File: src/rtl/fetch_stage.sv
// RV32I instruction-fetch stage: PC register, single-outstanding imem handshake and IF/ID register.
// Responses to a request that was overtaken by a redirect are drained in DROP and never reach IF/ID.
module fetch_stage #(
  parameter logic [31:0] RESET_PC = 32'h0000_0000,
  parameter logic [31:0] NOP_INST = 32'h0000_0013
) (
  input  logic        i_clk,
  input  logic        i_rst_n,
  input  logic        i_stall,
  input  logic        i_flush,
  input  logic [31:0] i_next_pc,
  output logic [31:0] o_IF_pc,
  output logic [31:0] o_IF_inst,
  output logic        o_imem_req,
  output logic [31:0] o_imem_addr,
  input  logic [31:0] i_imem_rdata,
  input  logic        i_imem_valid,
  output logic [31:0] o_ID_pc,
  output logic [31:0] o_ID_pc_four,
  output logic [31:0] o_ID_inst,
  output logic        o_ID_valid
);

  typedef enum logic [1:0] {BOOT, REQ, HOLD, DROP} state_t;

  state_t      state;
  logic [31:0] pc_q;
  logic [31:0] addr_q;
  logic [31:0] inst_buf;
  logic [31:0] id_pc_q;
  logic [31:0] id_pc_four_q;
  logic [31:0] id_inst_q;
  logic        id_valid_q;
  logic        if_valid;
  logic [31:0] pc_load;

  assign pc_load  = {i_next_pc[31:2], 2'b00};
  assign if_valid = ((state == REQ) && i_imem_valid) || (state == HOLD);

  assign o_IF_pc = pc_q;

  always_comb begin
    o_IF_inst = NOP_INST;
    if (state == HOLD)
      o_IF_inst = inst_buf;
    else if ((state == REQ) && i_imem_valid)
      o_IF_inst = i_imem_rdata;
  end

  // The address of an outstanding request must not move, so DROP replays the latched one.
  assign o_imem_req  = (state == REQ) || (state == DROP);
  assign o_imem_addr = (state == REQ) ? pc_q : addr_q;

  assign o_ID_pc      = id_pc_q;
  assign o_ID_pc_four = id_pc_four_q;
  assign o_ID_inst    = id_inst_q;
  assign o_ID_valid   = id_valid_q;

  always_ff @(posedge i_clk or negedge i_rst_n) begin
    if (!i_rst_n) begin
      state        <= BOOT;
      pc_q         <= RESET_PC;
      addr_q       <= RESET_PC;
      inst_buf     <= '0;
      id_pc_q      <= '0;
      id_pc_four_q <= 32'd4;
      id_inst_q    <= NOP_INST;
      id_valid_q   <= 1'b0;
    end else begin
      if (state == REQ)
        addr_q <= pc_q;

      if (i_flush) begin
        pc_q         <= pc_load;
        inst_buf     <= '0;
        id_pc_q      <= '0;
        id_pc_four_q <= 32'd4;
        id_inst_q    <= NOP_INST;
        id_valid_q   <= 1'b0;
        state <= (((state == REQ) || (state == DROP)) && !i_imem_valid) ? DROP : REQ;
      end else if (i_stall) begin
        // A response arriving under stall is parked so the request slot can close.
        case (state)
          BOOT: state <= REQ;
          REQ: begin
            if (i_imem_valid) begin
              inst_buf <= i_imem_rdata;
              state    <= HOLD;
            end
          end
          HOLD: state <= HOLD;
          DROP: begin
            if (i_imem_valid)
              state <= REQ;
          end
          default: state <= BOOT;
        endcase
      end else if (if_valid) begin
        pc_q         <= pc_load;
        id_pc_q      <= pc_q;
        id_pc_four_q <= pc_q + 32'd4;
        id_inst_q    <= o_IF_inst;
        id_valid_q   <= 1'b1;
        state        <= REQ;
      end else begin
        id_pc_q      <= '0;
        id_pc_four_q <= 32'd4;
        id_inst_q    <= NOP_INST;
        id_valid_q   <= 1'b0;
        if ((state != DROP) || i_imem_valid)
          state <= REQ;
      end
    end
  end

endmodule

File: config.mk
export PLATFORM = sky130hd
export DESIGN_NAME = fetch_stage
export DESIGN_NICKNAME = d
export VERILOG_FILES = /design/src/rtl/fetch_stage.sv
export SDC_FILE = /design/constraint.sdc
export NUM_CORES = 1
export LEC_CHECK = 0
export BUFFER_PORTS_ARGS = -buffer_cell sky130_fd_sc_hd__buf_2
export CAP_MARGIN = 30
export CORE_UTILIZATION = 51
export DETAILED_ROUTE_END_ITERATION = 6
export HOLD_SLACK_MARGIN = 0.02
export PLACE_DENSITY = 0.8
export SLEW_MARGIN = 20
export SYNTH_ARGS = -nofsm -noshare
export SYNTH_HDL_FRONTEND = slang
export SYNTH_SLANG_ARGS = --single-unit
File: constraint.sdc
create_clock -name i_clk -period 2 [get_ports i_clk]
set_input_delay 0.2 -clock i_clk [delete_from_list [all_inputs] [get_ports i_clk]]
set_output_delay 0.2 -clock i_clk [all_outputs]
set_load 0.005 [all_outputs]
Word level (Yosys, flattened, before mapping):

Cells that the tools add are included.

* logic and storage cells: 61
* output and inout bits: 194
* bits in registers: 195
* input bits: 69

* muxes and demuxes: 30
* equal/unequal tests: 7
* reduce and logical (&&, ||, !) cells: 15
* add/subtract/negate cells: 1

Operators with widths (number)
* 32-bit 2-to-1 mux: 19
* 32-bit by 3-bit adder with 32-bit output, second input constant: 1
* 2-bit 2-to-1 mux: 7
* 4-bit != test, second input constant: 2
* 2-bit one-hot mux with 4 select lines: 1
* 2-bit nonzero test: 4
* 3-bit AND reduction: 2
* 2-bit equality test, second input constant: 2
* 4-bit nonzero test: 1
* 1-bit logical OR: 3
* 1-bit 2-to-1 mux: 3
* 2-bit by 1-bit equality test with 1-bit output, second input constant: 1
* 1-bit logical AND: 2
* 2-bit logical NOT: 1
* 2-bit by 1-bit != test with 1-bit output, second input constant: 1
* 2-bit != test, second input constant: 1
* 2-bit AND reduction: 1
* 1-bit logical NOT: 1

Depth between registers and ports, before layout:

Gate-level depths: netlist of the first run.

* depth after elaboration: 7
* depth in mapped cells: 9
* gate-level depth less buffers: 7

Least setup slack after synthesis of the first run:

No wires, ideal clock.

* kind: register to register
* start: register state[0]
* end: register pc_q[10], in the netlist o_IF_pc[10]
* required time: 1.875 ns
* slack: 0.165 ns
* stages on the path, launching flop included: 9
* period minus slack after synthesis: 1.835 ns
* setup time: 0.125 ns
* buffers on the path: 2
* arrival time: 1.710 ns
* cells stage by stage: dfrtp_1 inv_1 ha_1 a21oi_2 nor2_1 or2_2 clkbuf_1 buf_2 mux2_2

* word-level cells in the longest chain between the ends: 5
* elaborated cells between the ends (all ways): 6
* classes of those cells: eq/ne (2); reduce/logical (4)

RTL lines
* start, declared: line 26 `state_t state;`
* start signal, assigned: line 80 `state <= (((state == REQ) || (state == DROP)) && !i_imem_valid) ? DROP : REQ;`
* 2-bit by 1-bit equality test with 1-bit output: line 38 `assign if_valid = ((state == REQ) && i_imem_valid) || (state == HOLD);`
* 1-bit logical AND: line 38
* 1-bit logical OR (*): line 38
* 2-bit nonzero test (no source line) (*)
* 2-bit AND reduction (no source line) (*)
* end signal, assigned: line 74 `pc_q <= pc_load;`
* end signal, assigned: line 99 `pc_q <= pc_load;`
* end, declared: line 27 `logic [31:0] pc_q;`

Every way passes the cells marked *; elsewhere a longest branch is shown, timed or not.
A chain may end at the register's enable or synchronous reset.

Worst setup path in the final report of the first run:

* start: register state[1]
* end: output port o_IF_inst[20]

* word-level cells in the longest chain between the ends: 4
* elaborated cells between the ends (all ways): 5
* classes of those cells: eq/ne (2); mux (2); reduce/logical (1)

RTL lines
* 2-bit by 1-bit equality test with 1-bit output: line 46 `else if ((state == REQ) && i_imem_valid)`
* 1-bit logical AND: line 46
* 32-bit 2-to-1 mux: line 46
* 32-bit 2-to-1 mux (*): line 44 `if (state == HOLD)`
* end, declared: line 13 `output logic [31:0] o_IF_inst,`

Marked as above.

==> results.cfg, run 1 <==
[place]
place_ws_ns = -0.0494
io_buffers = 254
dp_hpwl_mm = 14.3
place_congestion = 0.782

[yosys]
synth_seq_cells = 189
synthArstFlopShare_pct = 100
syn_inst = 738
yosys-top-cells-area = dfrtp_1 (56%), mux2_2 (8.0%), nand2_1 (6.4%)
synthesis.area_um2 = 8210
synthFlopType = dfrtp_1
yosysTopAreaCell = dfrtp_1
synth_edf_count = 0
synth_top_area_share_pct = 56.4
synth.avg_cell_area_um2 = 11.1
yosysUniqueCellTypes = 42
synth-seq-area-share_pct = 57.7
ys_warn_count = 0

[detailed_routing]
detail-route-antenna-nets = 0
vias = 7232
drt-initial-drc-count = 387
avgRoutedWirePerCell_um = 19.2
wl_mm = 25.2
drtPass1Iterations = 7
drc = 0
vias_per_cell = 5.51

[power_and_ir_drop]
p_leak_uw = 0.00572
fin_total_pwr_uw = 12600
peakVddDrop_mv = 0.683
power.density_nw_per_um2 = 1080

[sta]
fin_ws_ns = -0.146
period_share_pct = 107
period_needed_ns = 2.15
worst_pin_slew_ns = 0.580
fmax_mhz = 466
max-slew-margin-rel_pct = 61.4
rsz0062_at_grt = yes
slew_viol_final = 0
setup_viol = 76
hold_viol_final = 0
finClkSkew_ns = 0.0118

[status]
outcome = complete, but fails checks
violations = negative setup slack

[clocking]
clk_latency_ns = 0.44
numCtsBuffers = 17
clock_sinks = 189
cts_buffer_depth = 2
cts.clk_slew.worst_paths_ns = 0.07
cts_tree = built
cts_max_level = 4
clockRootBuffer = clkbuf_16

[critical_path]
critPathSlowestCell = dfrtp_2
crit_chain = inv_2 > ha_4 > buf_12 > and3_4 > buf_12 > a22o_1 > buf_2
worstReg2RegEnd = o_IF_pc[11]$_DFFE_PN0P_
path_common_cell = buf_12
cp-end-kind = output pin
worst-path-max-fanout = 15
rr_startpoint = state[0]$_DFFE_PN0P_
rr_worst_depth = 8
crit_required_ns = 1.80
cp.buffers_inverters = 4
worstPathArrival_ns = 1.95
cp-start-kind = flip-flop
crit_family = buffers and inverters
endpoint = o_IF_inst[20]
worst-path-stages = 7
ff2ff_setup_slack_ns = -0.01
crit_path_start = state[1]$_DFFE_PN0P_
path_class = reg2out
crit_path_max_incr_delay_ns = 0.44

[grt]
antenna_found_initial = 0
grt_pass1_wl_mm = 37.6
grtUsageTotal_pct = 30.0
grt_pass1_vias = 7194
grt_max_degree = 65
gr-total-overflow = 0

[floorplan]
die_height_um = 129
fp.coreArea_um2 = 15800
die_w_um = 129
fp-row-count = 46
start_util_pct = 52.1
ios = 263
die_area_um2 = 16600

[final_layout]
fin_nets = 1155
final_cell_mix = buf_2 (237), dfrtp_1 (183), nand2_1 (139)
areaGrowthSynthToFinish_pct = 43.0
final_common_cell = buf_2
drive_gt1_share_pct = 40.6
n_fill_cell = 1037

[worst_hold_path]
hold_path_class = in2reg

[run]
drv_cap = 0
[flip-flops by register name, indices dropped and copies added, names as in the netlist]
name          cells
o_ID_pc_four     30
o_ID_valid        1
o_ID_pc          30
o_IF_pc          30
inst_buf         32
o_ID_inst        32
addr_q           32
state             2
[synth_stat cells (7+ instances only)]
cell type	count
a21oi_1	61
a22o_1	57
buf_2	12
buf_4	7
clkbuf_1	38
dfrtp_1	185
mux2_2	58
nand2_1	139
nand2b_1	30
nand3_1	11
o21ai_0	23
o21ai_1	10
xnor2_1	22
[how the worst min path moves through the flow]
stage | startpoint | endpoint | slack [ns] | cells after the start
floorplan | i_rst_n | addr_q[0]$_DFF_PN0_ | -0.1 | 0
global placement | i_rst_n | o_ID_inst[22]$_DFFE_PN0P_ | 0.23 | 1
detailed placement | i_rst_n | o_ID_inst[22]$_DFFE_PN0P_ | 0.22 | 1
CTS | i_imem_rdata[23] | inst_buf[23]$_DFFE_PN0P_ | 0.02 | 3
global route | i_imem_rdata[23] | inst_buf[23]$_DFFE_PN0P_ | 0.04 | 3
finish | i_imem_rdata[23] | inst_buf[23]$_DFFE_PN0P_ | 0.04 | 3
[cells by family after synthesis]
logic type,Yosys count,synth area share [%]
xor gates and xnor gates,28,2.99
and+or+nand+nor,229,14.1
other,1,0.0457
muxes,58,7.96
DFF,189,57.7
adders and majority gates,4,0.610
AOI/OAI and AO/OA,162,12.9
buffers and inverters,67,3.66
[tightest hold or removal path: stages]
cell	delay, ns
buf_2	0.11
nand2_1	0.06
a21oi_1	0.06
[stage by stage]
step | hold slack (ns) | setup TNS [ns] | area (um^2) | utilization (%) | std cells
4_1_cts | 0.0217 | -5.12 | 11600 | 73.4 | 1299
2_1_floorplan | -0.0956 | 0 | 8230 | - | 743
3_5_place_dp | 0.224 | -0.495 | 9920 | 62.9 | 1193
6_report | 0.0384 | -4.50 | 11700 | 74.4 | 1312
3_3_place_gp | 0.227 | 0 | 9920 | 62.9 | 1193
5_1_grt | 0.0399 | -9.20 | 11700 | 74.4 | 1311
[what timing repair did]
action,in CTS,in global routing
setup buffers,10,10
endpoints found under the setup margin,78,94
pin swaps,7,11
hold buffers,60,0
endpoints found under the hold margin,111,0
gates resized for setup,49,13
cloned,4,2
[power by group]
group	internal, uW	switching, uW
sequential	4440	328
clock	2210	1490
combinational	2240	1910
total	8890	3730
[layout make-up]
cell class	instances	area, um^2	area share, %
Antenna cell	1	2.50	0.0213
Clock buffer	21	470	4.01
Clock inverter	11	179	1.52
Inverter	6	25.0	0.213
Multi-Input combinational cell	487	3340	28.4
Sequential cell	189	4740	40.4
Tap cell	216	270	2.30
Timing Repair Buffer	381	2720	23.1
[layer usage]
layer / share of wire (%) / wire length (um) / vias to the layer above / track usage (%)
li1: - / - / 3228 / -
met1: 40 / 10000 / 3550 / 37.1
met2: 49 / 12300 / 355 / 49.0
met3: 6.3 / 1600 / 99 / 6.65
met4: 4.9 / 1240 / 0 / 17.1
met5: 0 / 0 / - / 0
No activity file was read; power rests on OpenSTA's default activity.
==> run 2: changes to the inputs <==
--- a/config.mk
+++ b/config.mk
@@ -5,7 +5,7 @@
 export SDC_FILE = /design/constraint.sdc
 export NUM_CORES = 1
 export LEC_CHECK = 0
-export BUFFER_PORTS_ARGS = -buffer_cell sky130_fd_sc_hd__buf_2
+export BUFFER_PORTS_ARGS = -buffer_cell sky130_fd_sc_hd__clkbuf_2
 export CAP_MARGIN = 30
 export CORE_UTILIZATION = 51
 export DETAILED_ROUTE_END_ITERATION = 6
==> results.cfg, run 2 (synthesis results as in run 1) <==
[status]
outcome = complete, but fails checks
violations = negative setup slack

[detailed_routing]
drtPass1Iterations = 4
drc = 0
top_layer = met4
detail-route-antenna-nets = 0
vias = 7055
dr_wl_met3_mm = 1.24
drt-initial-drc-count = 400
vias_per_cell = 5.39
avgRoutedWirePerCell_um = 17.8
wl_met2_mm = 11.8
wl_mm = 23.3
drt-met1-wl_mm = 9.47

[place]
place_congestion = 0.790
io_buffers = 254
dp_hpwl_mm = 14.2
place_inst = 1194
place_ws_ns = 0.00811

[power_and_ir_drop]
p_leak_uw = 0.00552
power.density_nw_per_um2 = 1020
power_frac_comb_pct = 31.0
peakVddDrop_mv = 0.705
clockPowerShare_pct = 28.2
internal_power_uw = 8040
p_seq_share_pct = 40.8
p_sw_uw = 3570
switching_share_pct = 30.8

[sta]
fin_tns_setup_ns = -6.90
slew_viol_final = 0
finClkSkew_ns = 0.0126
period_needed_ns = 2.19
max-slew-margin-rel_pct = 54.1
fin_ws_ns = -0.188
worst_pin_slew_ns = 0.689
setup_viol = 85
fmax_mhz = 457
hold_viol_final = 0
period_share_pct = 109
rsz0062_at_grt = yes

[run]
drv_cap = 0

[critical_path]
worstPathArrival_ns = 1.99
ff2ff_setup_slack_ns = -0.07
crit_required_ns = 1.80
path_class = reg2out
cp-start-kind = flip-flop
worstReg2RegEnd = o_IF_pc[26]$_DFFE_PN0P_
rr_worst_depth = 8
crit_path_start = state[0]$_DFFE_PN0P_
worst-path-max-fanout = 15
cp-end-kind = output pin
rr_startpoint = state[0]$_DFFE_PN0P_

[grt]
gr-total-overflow = 0
grt_pass1_vias = 6895
grtUsageTotal_pct = 27.9
grt_max_degree = 70
grt_pass1_wl_mm = 35.3
antenna_found_initial = 0

[final_layout]
instances_no_fill = 1310
final_common_cell = clkbuf_2
areaGrowthSynthToFinish_pct = 39.2
final_cell_mix = clkbuf_2 (246), dfrtp_1 (185), nand2_1 (139)
num_antenna_cells = 0
fin_nets = 1154
drive_gt1_share_pct = 39.7

[clocking]
clock_sinks = 189
cts.clk_slew.worst_paths_ns = 0.07
cts_tree = built
cts_buffer_depth = 2
clk_latency_ns = 0.44
cts_max_level = 4
clockRootBuffer = clkbuf_16
numCtsBuffers = 17

[floorplan]
die_w_um = 129
start_util_pct = 52.1
die_height_um = 129
die_area_um2 = 16600
fp-row-count = 46
ios = 263
fp.coreArea_um2 = 15800

[worst_hold_path]
hold_path_class = in2async
[run 2: cell count changes in the layout (fill, tap and decap cells not counted), moves of 3 or more]
cell and change:
dlygate4sd3_1 +3, buf_2 -230, clkinv_4 +4, clkbuf_2 +246, buf_16 -3, buf_6 -16, clkinv_2 +3, mux2_2 +12
mux2_4 -12, clkbuf_8 -3, bufinv_16 -3
[run 2: how the worst max path moves through the flow]
stage	cells after the start	end
final	7	o_IF_inst[10]
after global placement	6	o_ID_pc[16]$_DFFE_PN0P_
after global routing	8	o_IF_inst[10]
after floorplan	8	o_IF_pc[10]$_DFFE_PN0P_
after CTS	7	o_IF_inst[21]
after detailed placement	6	o_ID_pc[30]$_DFFE_PN0P_
[run 2: power by group through the flow]
stage / sequential (uW) / clock, uW / combinational, uW
after CTS: 4730 / 3310 / 3320
after global routing: 4800 / 3460 / 3880
after detailed placement: 4800 / 0 / 2990
after global placement: 4760 / 0 / 2930
after floorplan: 4820 / 0 / 1540
final: 4730 / 3270 / 3600
[run 2: area by class of cell]
cell class              instances  area (um^2)
clock inverters                14          135
clock buffers                  18          429
multi-input cells             487         3250
well taps                     216          270
inverters                       6         30.0
fillers                      1097         4340
flip-flops and latches        189         4730
repair buffers                380         2580
[run 2: stage by stage]
stage	util, %	hold slack (ns)	area [um^2]	total power [uW]
6_report	72.5	0.187	11400	11600
5_1_grt	72.5	0.208	11400	12100
2_1_floorplan	-	-0.0956	8230	6360
4_1_cts	71.3	0.173	11200	11400
3_3_place_gp	62.8	0.0968	9910	7700
3_5_place_dp	62.8	0.0954	9910	7790
[run 2: per-layer routing]
layer	vias up	track usage, %
met5	-	0
met1	3488	34.5
met3	65	6.78
li1	3235	-
met4	0	12.9
met2	267	46.5
[run 2: critical path: stages (launching register included)]
cell      delay, ns
dfrtp_1        0.40
buf_6          0.13
ha_4           0.16
buf_12         0.12
and3_4         0.21
buf_12         0.16
a22o_1         0.22
clkbuf_2       0.13
[run 2: timing repair]
action,4_1_cts,5_1_grt
setup endpoints to repair,62,104
gates resized for setup,19,15
hold endpoints to repair,216,0
gates cloned,1,3
hold buffers,63,0
pin swaps,1,7
buffers inserted,6,12
